### config.mk
export PLATFORM = sky130hd
export DESIGN_NAME = ram_port_arbiter_flat
export DESIGN_NICKNAME = d
export VERILOG_FILES = /design/src/rtl/ram_port_arbiter_pkg.sv /design/src/rtl/ram_port_arbiter_if.sv /design/src/rtl/ram_port_arbiter_rr_pick2.sv /design/src/rtl/ram_port_arbiter.sv /design/src/flat_wrapper.sv
export SDC_FILE = /design/constraint.sdc
export NUM_CORES = 1
export LEC_CHECK = 0
export CORE_UTILIZATION = 38
export DETAILED_ROUTE_END_ITERATION = 10
export GPL_ROUTABILITY_DRIVEN = 0
export PLACE_DENSITY = 0.76
export SLEW_MARGIN = 0
export SYNTH_ARGS = -nofsm -noshare
export SYNTH_HDL_FRONTEND = slang
export SYNTH_SLANG_ARGS = --single-unit
### constraint.sdc
create_clock -name clk -period 2.29 [get_ports clk]
set_clock_uncertainty 0.05 [all_clocks]
set_input_delay 0.687 -clock clk [delete_from_list [all_inputs] [get_ports clk]]
set_output_delay 0.687 -clock clk [all_outputs]
set_load 0.01 [all_outputs]
### src/rtl/ram_port_arbiter_pkg.sv
// Shared types and defaults for the two-port RAM arbiter.
// Holds the FSM state encoding and the default geometry of the data RAM.
package ram_port_arbiter_pkg;

  localparam int AW_DEF       = 9;
  localparam int DW_DEF       = 16;
  localparam int MAX_LOCK_DEF = 8;

  typedef enum logic [1:0] {
    ST_IDLE = 2'd0,
    ST_OWN0 = 2'd1,
    ST_OWN1 = 2'd2
  } arb_state_t;

endpackage

### src/rtl/ram_port_arbiter_if.sv
// One requester port of the RAM arbiter.
// The requester drives the master side; the arbiter implements the slave side.
interface ram_port_arbiter_if #(
  parameter int AW = ram_port_arbiter_pkg::AW_DEF,
  parameter int DW = ram_port_arbiter_pkg::DW_DEF
) ();

  logic          req;
  logic          we;
  logic [AW-1:0] addr;
  logic [DW-1:0] wdata;
  logic          lock;
  logic          gnt;
  logic          rvalid;
  logic [DW-1:0] rdata;

  modport master (output req, we, addr, wdata, lock, input gnt, rvalid, rdata);
  modport slave  (input req, we, addr, wdata, lock, output gnt, rvalid, rdata);

endinterface

### src/rtl/ram_port_arbiter_rr_pick2.sv
// Combinational two-way grant picker.
// In IDLE a lone requester wins and a tie goes to the port rr_ptr selects; an owner excludes the other port.
module rr_pick2
  import ram_port_arbiter_pkg::*;
(
  input  logic       req0,
  input  logic       req1,
  input  logic       ptr,
  input  arb_state_t state,
  output logic       gnt0,
  output logic       gnt1
);

  // NOTE: every output gets a default before the case, so no path leaves it unassigned and no latch is inferred.
  always_comb begin
    gnt0 = 1'b0;
    gnt1 = 1'b0;
    case (state)
      ST_IDLE: begin
        gnt0 = req0 & (~req1 | ~ptr);
        gnt1 = req1 & (~req0 |  ptr);
      end
      ST_OWN0: gnt0 = req0;
      ST_OWN1: gnt1 = req1;
      default: ;
    endcase
  end

endmodule

### src/rtl/ram_port_arbiter.sv
// Round-robin arbiter sharing one single-port RAM between two requesters, with a bounded burst lock.
// Commands to the RAM are registered; read data is returned two edges after the accept.
module ram_port_arbiter
  import ram_port_arbiter_pkg::*;
#(
  parameter int AW       = AW_DEF,
  parameter int DW       = DW_DEF,
  parameter int MAX_LOCK = MAX_LOCK_DEF
) (
  input  logic                 clk,
  input  logic                 rst_n,
  ram_port_arbiter_if.slave    p0,
  ram_port_arbiter_if.slave    p1,
  output logic                 m_wr_en,
  output logic [AW-1:0]        Addr,
  output logic [DW-1:0]        W_data,
  input  logic [DW-1:0]        R_data
);

  localparam int            CW       = (MAX_LOCK > 1) ? $clog2(MAX_LOCK) : 1;
  localparam logic [CW-1:0] CNT_LAST = CW'(MAX_LOCK - 1);
  // A lock of one grant is no lock at all, so ownership is never entered.
  localparam bit            LOCK_EN  = (MAX_LOCK > 1);

  arb_state_t    state, state_nxt;
  logic          rr_ptr, rr_ptr_nxt;
  logic [CW-1:0] lock_cnt, lock_cnt_nxt, cnt_inc;
  logic          pick0, pick1;
  logic          acc0, acc1, acc;
  logic          win_we;
  logic [AW-1:0] win_addr;
  logic [DW-1:0] win_wdata;
  logic          iss_rd, iss_port;

  rr_pick2 u_pick (
    .req0  (p0.req),
    .req1  (p1.req),
    .ptr   (rr_ptr),
    .state (state),
    .gnt0  (pick0),
    .gnt1  (pick1)
  );

  assign p0.gnt = pick0 & rst_n;
  assign p1.gnt = pick1 & rst_n;
  assign acc0   = p0.req & p0.gnt;
  assign acc1   = p1.req & p1.gnt;
  assign acc    = acc0 | acc1;

  assign win_we    = acc1 ? p1.we    : p0.we;
  assign win_addr  = acc1 ? p1.addr  : p0.addr;
  assign win_wdata = acc1 ? p1.wdata : p0.wdata;
  assign cnt_inc   = lock_cnt + 1'b1;

  always_comb begin
    state_nxt    = state;
    lock_cnt_nxt = lock_cnt;
    rr_ptr_nxt   = rr_ptr;
    if (acc0)      rr_ptr_nxt = 1'b1;
    else if (acc1) rr_ptr_nxt = 1'b0;

    case (state)
      ST_IDLE: begin
        if (acc0 && p0.lock && LOCK_EN) begin
          state_nxt    = ST_OWN0;
          lock_cnt_nxt = '0;
        end else if (acc1 && p1.lock && LOCK_EN) begin
          state_nxt    = ST_OWN1;
          lock_cnt_nxt = '0;
        end
      end
      ST_OWN0: begin
        if (!acc0) begin
          state_nxt = ST_IDLE;
        end else begin
          lock_cnt_nxt = cnt_inc;
          if (!p0.lock || cnt_inc == CNT_LAST) state_nxt = ST_IDLE;
        end
      end
      ST_OWN1: begin
        if (!acc1) begin
          state_nxt = ST_IDLE;
        end else begin
          lock_cnt_nxt = cnt_inc;
          if (!p1.lock || cnt_inc == CNT_LAST) state_nxt = ST_IDLE;
        end
      end
      default: state_nxt = ST_IDLE;
    endcase
  end

  // NOTE: state registers use non-blocking assignments so every flop samples pre-edge values.
  always_ff @(posedge clk or negedge rst_n) begin
    if (!rst_n) begin
      state    <= ST_IDLE;
      rr_ptr   <= 1'b0;
      lock_cnt <= '0;
    end else begin
      state    <= state_nxt;
      rr_ptr   <= rr_ptr_nxt;
      lock_cnt <= lock_cnt_nxt;
    end
  end

  // With no accept, Addr/W_data hold and the RAM sees a harmless read.
  always_ff @(posedge clk or negedge rst_n) begin
    if (!rst_n) begin
      m_wr_en  <= 1'b0;
      Addr     <= '0;
      W_data   <= '0;
      iss_rd   <= 1'b0;
      iss_port <= 1'b0;
    end else if (acc) begin
      m_wr_en  <= win_we;
      Addr     <= win_addr;
      W_data   <= win_wdata;
      iss_rd   <= ~win_we;
      iss_port <= acc1;
    end else begin
      m_wr_en  <= 1'b0;
      iss_rd   <= 1'b0;
    end
  end

  always_ff @(posedge clk or negedge rst_n) begin
    if (!rst_n) begin
      p0.rvalid <= 1'b0;
      p0.rdata  <= '0;
      p1.rvalid <= 1'b0;
      p1.rdata  <= '0;
    end else begin
      p0.rvalid <= iss_rd & ~iss_port;
      p1.rvalid <= iss_rd &  iss_port;
      if (iss_rd && !iss_port) p0.rdata <= R_data;
      if (iss_rd &&  iss_port) p1.rdata <= R_data;
    end
  end

endmodule

### src/flat_wrapper.sv
// flat-port wrapper written by rule: the top's interface ports become plain ports
module ram_port_arbiter_flat import ram_port_arbiter_pkg::*;
#(
  parameter int AW       = AW_DEF,
  parameter int DW       = DW_DEF,
  parameter int MAX_LOCK = MAX_LOCK_DEF
)
  (clk, rst_n, m_wr_en, Addr, W_data, R_data, p0_req, p0_we, p0_addr, p0_wdata, p0_lock, p0_gnt, p0_rvalid, p0_rdata, p1_req, p1_we, p1_addr, p1_wdata, p1_lock, p1_gnt, p1_rvalid, p1_rdata);
  ram_port_arbiter_if #(.AW(AW), .DW(DW)) p0_i ();
  ram_port_arbiter_if #(.AW(AW), .DW(DW)) p1_i ();
  input  logic clk;
  input  logic rst_n;
  output logic m_wr_en;
  output logic [AW-1:0] Addr;
  output logic [DW-1:0] W_data;
  input  logic [DW-1:0] R_data;
  input wire logic [$bits(p0_i.req)-1:0] p0_req;
  input wire logic [$bits(p0_i.we)-1:0] p0_we;
  input wire logic [$bits(p0_i.addr)-1:0] p0_addr;
  input wire logic [$bits(p0_i.wdata)-1:0] p0_wdata;
  input wire logic [$bits(p0_i.lock)-1:0] p0_lock;
  output wire logic [$bits(p0_i.gnt)-1:0] p0_gnt;
  output wire logic [$bits(p0_i.rvalid)-1:0] p0_rvalid;
  output wire logic [$bits(p0_i.rdata)-1:0] p0_rdata;
  input wire logic [$bits(p1_i.req)-1:0] p1_req;
  input wire logic [$bits(p1_i.we)-1:0] p1_we;
  input wire logic [$bits(p1_i.addr)-1:0] p1_addr;
  input wire logic [$bits(p1_i.wdata)-1:0] p1_wdata;
  input wire logic [$bits(p1_i.lock)-1:0] p1_lock;
  output wire logic [$bits(p1_i.gnt)-1:0] p1_gnt;
  output wire logic [$bits(p1_i.rvalid)-1:0] p1_rvalid;
  output wire logic [$bits(p1_i.rdata)-1:0] p1_rdata;
  assign p0_i.req = p0_req;
  assign p0_i.we = p0_we;
  assign p0_i.addr = p0_addr;
  assign p0_i.wdata = p0_wdata;
  assign p0_i.lock = p0_lock;
  assign p0_gnt = p0_i.gnt;
  assign p0_rvalid = p0_i.rvalid;
  assign p0_rdata = p0_i.rdata;
  assign p1_i.req = p1_req;
  assign p1_i.we = p1_we;
  assign p1_i.addr = p1_addr;
  assign p1_i.wdata = p1_wdata;
  assign p1_i.lock = p1_lock;
  assign p1_gnt = p1_i.gnt;
  assign p1_rvalid = p1_i.rvalid;
  assign p1_rdata = p1_i.rdata;
  ram_port_arbiter #(.AW(AW), .DW(DW), .MAX_LOCK(MAX_LOCK)) u_core (.clk(clk), .rst_n(rst_n), .p0(p0_i), .p1(p1_i), .m_wr_en(m_wr_en), .Addr(Addr), .W_data(W_data), .R_data(R_data));
endmodule
==> flow_summary.ini <==
[placement]
dpl.hpwl_mm = 5.37
placed_cells = 479
dpl-instance-area_um2 = 4500
port_buffers = 135
place_ws_ns = -0.600

[grt]
grt_pass1_vias = 2449
grt_pass1_wl_mm = 12.1
top_usage_layer = met2
antenna_found_initial = 0
grt_max_degree = 55
grtUsageMet2 = 0.328
track_usage = 0.190
grtUsageMet3 = 0.0431
met1_usage = 0.236
overflow = 0

[pwr]
ir_worst_vdd_mv = 0.545
power_mw = 5.74
p_leak_nw = 2.13
power_density_nw_per_um2 = 1220

[synth]
yosys.cell_types.count = 32
synth_top_area_cell = dfrtp_1
yosysSeqAreaShare = 0.577
synth_area_leaders = dfrtp_1, mux2_2, mux2i_1, o21ai_0, nand2_1
synth_ff_type = dfrtp_1
async_reset_ff_frac = 1.00
synth_fp_nets = 319
synth_top_cell_area_share = 0.577
avgSynthCellArea_um2 = 12.3
ys_warn_count = 0
netlist_area_um2 = 2950
synth_edf_count = 0
synth_cells = 239
ys_ff_latch = 68

[layout]
fill_cells = 596
layoutNonFillerInstCount = 496
nets = 472
finish.instance_area_um2 = 4700
antennaDiodeCount = 0
layout_common_cells = clkdlybuf4s50_1, dfrtp_1, mux2_2
utilization = 0.637
final_layout_size_suffix_gt1_frac = 0.194
area_growth_pct = 59.2
layout_commonest_cell = clkdlybuf4s50_1

[floorplan]
design.die.area_um2 = 8120
die_h_um = 90.1
die_x_um = 90.1
core.rowCount = 31
start_util = 0.400
core_um2 = 7370
io_pins = 136

[sta]
setup_viol = 0
rsz0062_at_grt = no
fin_setup_tns_ns = 0
period_share = 0.959
holdWs_ns = 0.324
hold_violations = 0
worst_pin_slew_ns = 0.549
max_freq_mhz = 455
slew-limit-headroom = 0.634
final_max_slew_viol_count = 0
min_period_ns = 2.20
setup_ws_ns = 0.0935

[worst_setup_path]
critPathMaxFanout = 2
timing_worst_setup_path_type = reg -> out
worstPathRequired_ns = 1.55
cp.arrival_ns = 1.46
end_kind = output pin
start_kind = flip-flop
rrSetupSlack_ns = 0.41

[cts]
ctsHtreeMaxLevel = 3
ctsHoldBuffers = 0
cts_buffers = 9
cts_sinks = 68
cts_root_buf = clkbuf_8
cts_max_path_buffers = 2
clkTransAtPathRegs_ns = 0.08
clock_latency_ns = 0.33
cts_tree = built

[status]
status = finished, final reports clean

[route]
via_per_inst = 4.88
wl_per_cell_um = 14.8
drc = 0
firstDrtPassIters = 4
first_iter_violations = 34
routed_wl_mm = 7.33
drtAntennaViolNets = 0
vias = 2420

[min_path]
hp-class = in -> async

[run]
cap_violations = 0
## power breakdown
part           switching [mW]  total (mW)  internal [mW]
sequential              0.303        2.08           1.78
combinational            1.09        2.75           1.66
clock                   0.460       0.914          0.454
## what timing repair did
action                     CTS  global route
buffers inserted             1             0
cloned                       0             0
hold endpoints to repair     0             0
resized for setup           13             2
setup endpoints to repair    2             1
pin swaps                    3             0
## per-layer routing
metal | part of all wire | vias up
li1 | - | 1143
met1 | 0.43 | 1174
met2 | 0.51 | 96
met3 | 0.053 | 7
met4 | 0.0098 | 0
met5 | 0 | -
## logic make-up (layout without fill, tap and decap cells)
group,Yosys count,in the layout,synth area share
AO/OA/AOI/OAI,44,44,0.0895
XOR/XNOR,1,1,0.00297
adder cells (fa/ha/maj),6,6,0.0254
buffers and inverters,18,176,0.0293
flip-flops,68,68,0.577
multiplexers,57,57,0.207
AND/OR/NAND/NOR,45,45,0.0691
## flip-flops by register name, indices dropped and copies added, names as in the netlist
| register | cells |
|---|---|
| u_core.W_data | 16 |
| u_core.rr_ptr | 1 |
| u_core.iss_port | 1 |
| u_core.p1.rdata | 16 |
| u_core.lock_cnt | 3 |
| u_core.Addr | 9 |
| u_core.p0.rvalid | 1 |
| u_core.p0.rdata | 16 |
| u_core.state | 2 |
| u_core.m_wr_en | 1 |
| u_core.p1.rvalid | 1 |
| u_core.iss_rd | 1 |
## synthesized netlist by cell type (2+ instances only)
| master | count |
|---|---|
| mux2i_1 | 25 |
| nand2b_1 | 3 |
| buf_2 | 7 |
| mux2_2 | 32 |
| clkbuf_2 | 2 |
| nand4_1 | 2 |
| o21ai_1 | 4 |
| a21oi_1 | 2 |
| ha_1 | 6 |
| nand3b_1 | 3 |
| dfrtp_1 | 68 |
| inv_1 | 7 |
| nor2_1 | 2 |
| buf_4 | 2 |
| nand2_1 | 31 |
| o21ai_0 | 27 |
## path summary, 6_finish.rpt
check / to / cells past startpoint / from
hold reg to reg: u_core.iss_port / 1 / u_core.iss_port
min in group clk: u_core.iss_port / 1 / u_core.iss_port
max in group asynchronous: u_core.p1.rdata[1] / 3 / rst_n
hold / removal: u_core.lock_cnt[2] / 2 / rst_n
setup reg to reg: u_core.Addr[0] / 6 / u_core.state[0]
setup / recovery: p1_gnt / 6 / u_core.state[0]
## cell type report
cell class / instances / area (µm²) / share of cell area
repair buffers: 153 / 1470 / 0.313
flip-flops and latches: 68 / 1700 / 0.362
multi-input cells: 153 / 1190 / 0.253
clock inverters: 5 / 35.0 / 0.00746
clock buffers: 11 / 151 / 0.0322
well taps: 99 / 124 / 0.0264
inverters: 7 / 26.3 / 0.00559
## worst max-delay path: stages, from the launching register on
cell and delay, ns:
dfrtp_1 0.35, inv_1 0.06, buf_4 0.13, ha_1 0.21, a21oi_2 0.18, nor2_4 0.06
buf_2 0.15
(Power assumes the default switching activity.)
==> patch 1 (config.mk and constraints unchanged) <==
The package constant `MAX_LOCK_DEF` goes from 8 to 16.
--- a/src/rtl/ram_port_arbiter_pkg.sv
+++ b/src/rtl/ram_port_arbiter_pkg.sv
@@ -5,5 +5,5 @@
   localparam int AW_DEF       = 9;
   localparam int DW_DEF       = 16;
-  localparam int MAX_LOCK_DEF = 8;
+  localparam int MAX_LOCK_DEF = 16;
 
   typedef enum logic [1:0] {
Behaviour: not the same (Yosys sat finds a counterexample within 10 cycles, from zero or initial values and one cycle with rst_n low).
==> patch 1 against the unedited design <==
Worst setup slack lost 0.017 ns. Power grew 0.85%. Final area grew 2.7%. Sequential cell count grew 1. Wire length grew 2.3%. Synthesized area grew 3.4%. Die area grew 3.3%. Critical path depth is the same.
==> patch 1: results (changes against the unedited design) <==
| Metric | Value |
|---|---|
| Post-synthesis mux area share | 20.0% (-0.67 points) |
| WL per Instance | 14.6 um (-1.3%) |
| Setup WS pre-CTS | -0.656 ns (-0.0564 ns) |
| DRT Pass-1 Iters | 4 (unchanged) |
| NumNets Final | 488 (+3.4%) |
| Post-Synth Adder-Cell Area | 2.46% (-0.082 points) |
| Met3 wire length | 461 um (+19%) |
| Post_cts resized | 16 (+3) |
| Post-synth top cells | 69 x dfrtp_1, 34 x nand2_1, 32 x mux2_2 |
| Library cells used by synthesis | 33 (+3.1%) |
| Syn Nets | 332 (+4.1%) |
| Setup crit start | u_core.state[1] |
| Metal2 WL | 3740 um (+0.21%) |
| Largest net degree at the start of global routing | 54 (-1.8%) |
| Gr ovfl total | 0 (unchanged) |
| Register area share after synthesis | 56.6% (-1.0 points) |
| Crit path max fanout | 3 (+1) |
| Actual slew at the worst max-slew pin | 0.647 ns (+0.0981 ns) |
| Placed Area | 4600 sq um (+2.3%) |
| Drt initial violations | 90 (+160%) |
| Top Registers | u_core.W_data x16, u_core.p0.rdata x16, u_core.p1.rdata x16 |
| Crit path DAT | 1.48 ns (+0.02 ns) |
| Synth top area cells | dfrtp_1 57%, mux2_2 12%, mux2i_1 8.2% |
| Port bufs | 135 (unchanged) |
| Maximum root-to-sink buffer count | 2 (unchanged) |
| Reported leakage power | 0.00217 uW (+1.9%) |
| Top delay family on crit path | flip-flops |
| Vias in the first global route | 2,544 (+3.9%) |
| Synth async-reset ratio | 100% (unchanged) |
| All-Layer GR Usage | 19.1% (+0.052 points) |
| Max IR drop VDD | 0.481 mV (-12%) |
| Vias per cell | 4.80 (-1.7%) |
| Max stage delay on crit path | 0.41 ns (+0.06 ns) |
| Diodes inserted | 0 (unchanged) |
| Compound-Gate Fraction of Synth Area | 9.27% (+0.33 points) |
| WL met1 | 3170 um (+1.0%) |
| Final-layout fill cell count | 623 (+4.5%) |
| Xor/xnor cell area share of the yosys netlist | 0.287% (-0.0096 points) |
| Hold Path Class | in2async |
| Fraction of layout cells with a size suffix above 1 | 20.6% (+1.2 points) |
| First-pass GRT wire length | 12,200 um (+0.63%) |
| Final HPWL DP | 5480 um (+2.0%) |
| Yosys warnings | 0 (unchanged) |
| H-tree Lvls | 3 (unchanged) |
| Status | finished clean |
## patch 1: through the flow
| step | total power, uW | std cells | TNS, ns | hold slack (ns) |
|---|---|---|---|---|
| after global routing | 6220 | 514 | 0 | 0.296 |
| after CTS | 5830 | 512 | -0.0815 | 0.289 |
| after global placement | 4830 | 496 | -7.01 | 0.429 |
| after floorplan | 3350 | 252 | 0 | 0.341 |
| final | 5790 | 514 | 0 | 0.296 |
| after detailed placement | 4930 | 496 | -10.10 | 0.442 |
## patch 1: report_power, final
part	switching [uW]	internal (uW)	total, uW	leakage, uW
registers	320	1800	2120	0.000836
clock network	452	384	836	0.0000771
logic	1140	1690	2840	0.00126
total	1920	3880	5790	0.00217
## patch 1: layer usage
metal | up-vias | GRT usage (%)
li1 | 1188 | -
met1 | 1164 | 23.0
met4 | 0 | 8.20
met3 | 11 | 4.10
met2 | 102 | 32.9
met5 | - | 0
## patch 1: layout make-up
cell class              count  area (sq um)  area share [%]
clock inverters             6          41.3           0.856
clock buffers               9           124            2.57
repair buffers            156          1500            31.2
flip-flops and latches     69          1730            35.8
inverters                   9          33.8           0.700
well taps                 102           128            2.65
multi-input cells         163          1270            26.3
## patch 1: worst paths after layout
check / endpoint / slack [ns] / depth (start not counted)
worst max-delay path: p1_gnt / 0.08 / 6
worst min-delay path: u_core.state[1] / 0.30 / 2
worst max register to register: u_core.lock_cnt[1] / 0.25 / 9
worst min register to register: u_core.iss_port / 0.45 / 2
max in group asynchronous: u_core.Addr[2] / 1.28 / 2
min in group clk: u_core.iss_port / 0.45 / 2
## patch 1: cells by family after synthesis
logic type	Yosys count
flops	69
compound gates	47
mux	57
xor+xnor	1
simple gates	52
fa+ha+maj	6
buf+inv	20
==> patch 2 (config.mk and constraints unchanged) <==
Made on the original files. Re-encode `arb_state_t` (3 states) as one-hot, 3 bits wide.
--- a/src/rtl/ram_port_arbiter_pkg.sv
+++ b/src/rtl/ram_port_arbiter_pkg.sv
@@ -7,8 +7,8 @@
   localparam int MAX_LOCK_DEF = 8;
 
-  typedef enum logic [1:0] {
-    ST_IDLE = 2'd0,
-    ST_OWN0 = 2'd1,
-    ST_OWN1 = 2'd2
+  typedef enum logic [2:0] {
+    ST_IDLE = 3'b001,
+    ST_OWN0 = 3'b010,
+    ST_OWN1 = 3'b100
   } arb_state_t;
 
Behaviour: no difference found for any inputs over 10 cycles, from zero or initial values and one cycle with rst_n low; not proved beyond that.
==> patch 2 against the unedited design <==
Maximum frequency shrank 1.7%. Via count increased by 17%. Register-to-register slack improved by 0.07 ns. Synthesized area increased by 6.3%. Die area is 6.1% higher. Non-clock buffer count grew 8. Wire length rose by 25%. Worst setup slack got worse by 0.038 ns. Sequential cell count rose by 1. Power shrank 8.2%. Final area up 4.3%.
==> patch 2: results (changes against the unedited design) <==
| Metric | Value |
|---|---|
| Status | finished clean |
| DRT Pass-1 Iters | 4 (unchanged) |
| Top Registers | u_core.W_data x16, u_core.p0.rdata x16, u_core.p1.rdata x16 |
| Top FF cell, synth | dfrtp_1 |
| Largest net degree at the start of global routing | 52 (-5.5%) |
| Vias per cell | 5.56 (+14%) |
| Post-route insts no fill | 508 (+2.4%) |
| Fraction of layout cells with a size suffix above 1 | 22.4% (+3.0 points) |
| Synth top area cells | dfrtp_1 54%, mux2_2 11%, a2bb2oi_1 7.3% |
| Reported leakage power | 0.00204 uW (-4.3%) |
| Crit path DAT | 1.50 ns (+0.04 ns) |
| Normalized max-slew margin | 57.6% (-5.8 points) |
| Total Routed Length | 9150 um (+25%) |
| Port bufs | 135 (unchanged) |
| All-Layer GR Usage | 21.7% (+2.6 points) |
| Crit path max fanout | 5 (+3) |
| NumNets Final | 477 (+1.1%) |
| Drt initial violations | 72 (+110%) |
| Placed Cells | 490 (+2.3%) |
| Hold Path Class | in2async |
| Post-synth top cells | 68 x dfrtp_1, 32 x mux2_2, 26 x a2bb2oi_1 |
| Max IR drop VDD | 0.432 mV (-21%) |
| Vias in the first global route | 2,844 (+16%) |
| Reg clk slew, reported paths | 0.08 ns (about the same) |
| Syn_area_per_cell | 12.6 sq um (+2.0%) |
| Root Buffer | clkbuf_8 |
| H-tree Lvls | 3 (unchanged) |
| Final-layout fill cell count | 658 (+10%) |
| Syn Nets | 325 (+1.9%) |
| Register area share after synthesis | 55.1% (-2.6 points) |
| Library cells used by synthesis | 42 (+31%) |
| Setup WS pre-CTS | -0.639 ns (-0.0390 ns) |
| Final HPWL DP | 6330 um (+18%) |
| Num CTS Buffers | 9 (unchanged) |
| Synth async-reset ratio | 100% (unchanged) |
| First-pass GRT wire length | 14,300 um (+18%) |
| Placed Area | 4670 sq um (+3.8%) |
## patch 2: worst max-delay path, stage by stage (launching register included)
cell and delay [ns]:
dfstp_2 0.60, mux2_4 0.32, nand2_2 0.09, inv_2 0.04, buf_6 0.11
## patch 2: logic make-up after synthesis
kind of cell	synth area share, %
buffers and inverters	4.83
XOR/XNOR	0.279
AND/OR/NAND/NOR	3.59
flip-flops	55.1
multiplexers	12.4
AO/OA/AOI/OAI	23.0
adder cells (fa/ha/maj)	0.798
## patch 2: worst paths after layout
path,from,end,slack [ns],cells past startpoint
worst max-delay path,u_core.state[0],p0_gnt,0.06,4
worst min-delay path,rst_n,u_core.rr_ptr,0.23,2
worst max register to register,u_core.state[0],u_core.lock_cnt[2],0.48,5
worst min register to register,u_core.iss_port,u_core.iss_port,0.45,1
max in group asynchronous,rst_n,u_core.Addr[5],1.04,3
min in group clk,u_core.iss_port,u_core.iss_port,0.45,1
## patch 2: metal layers
layer	vias up	wire length, um	track usage, %
met5	-	0	0
met4	0	201	9.74
met3	19	681	5.42
met2	144	4620	37.4
met1	1392	3640	25.2
li1	1270	-	-
## patch 2: layout make-up
| class | instances | area, sq um | area share (%) |
|---|---|---|---|
| Multi-Input combinational cell | 152 | 1270 | 26.0 |
| Clock buffer | 9 | 124 | 2.53 |
| Inverter | 8 | 30.0 | 0.613 |
| Tap cell | 102 | 128 | 2.61 |
| Clock inverter | 7 | 73.8 | 1.51 |
| Sequential cell | 69 | 1730 | 35.3 |
| Timing Repair Buffer | 161 | 1540 | 31.4 |
## patch 2: power by group
group	internal, uW	switching, uW	total (uW)
logic	1390	935	2320
registers	1710	265	1970
clock network	506	474	980
total	3600	1670	5270
## patch 2: timing repair
action,in CTS,in global routing
pin swaps,1,0
setup endpoints to repair,2,2
buffers inserted,1,1
gates resized for setup,16,3
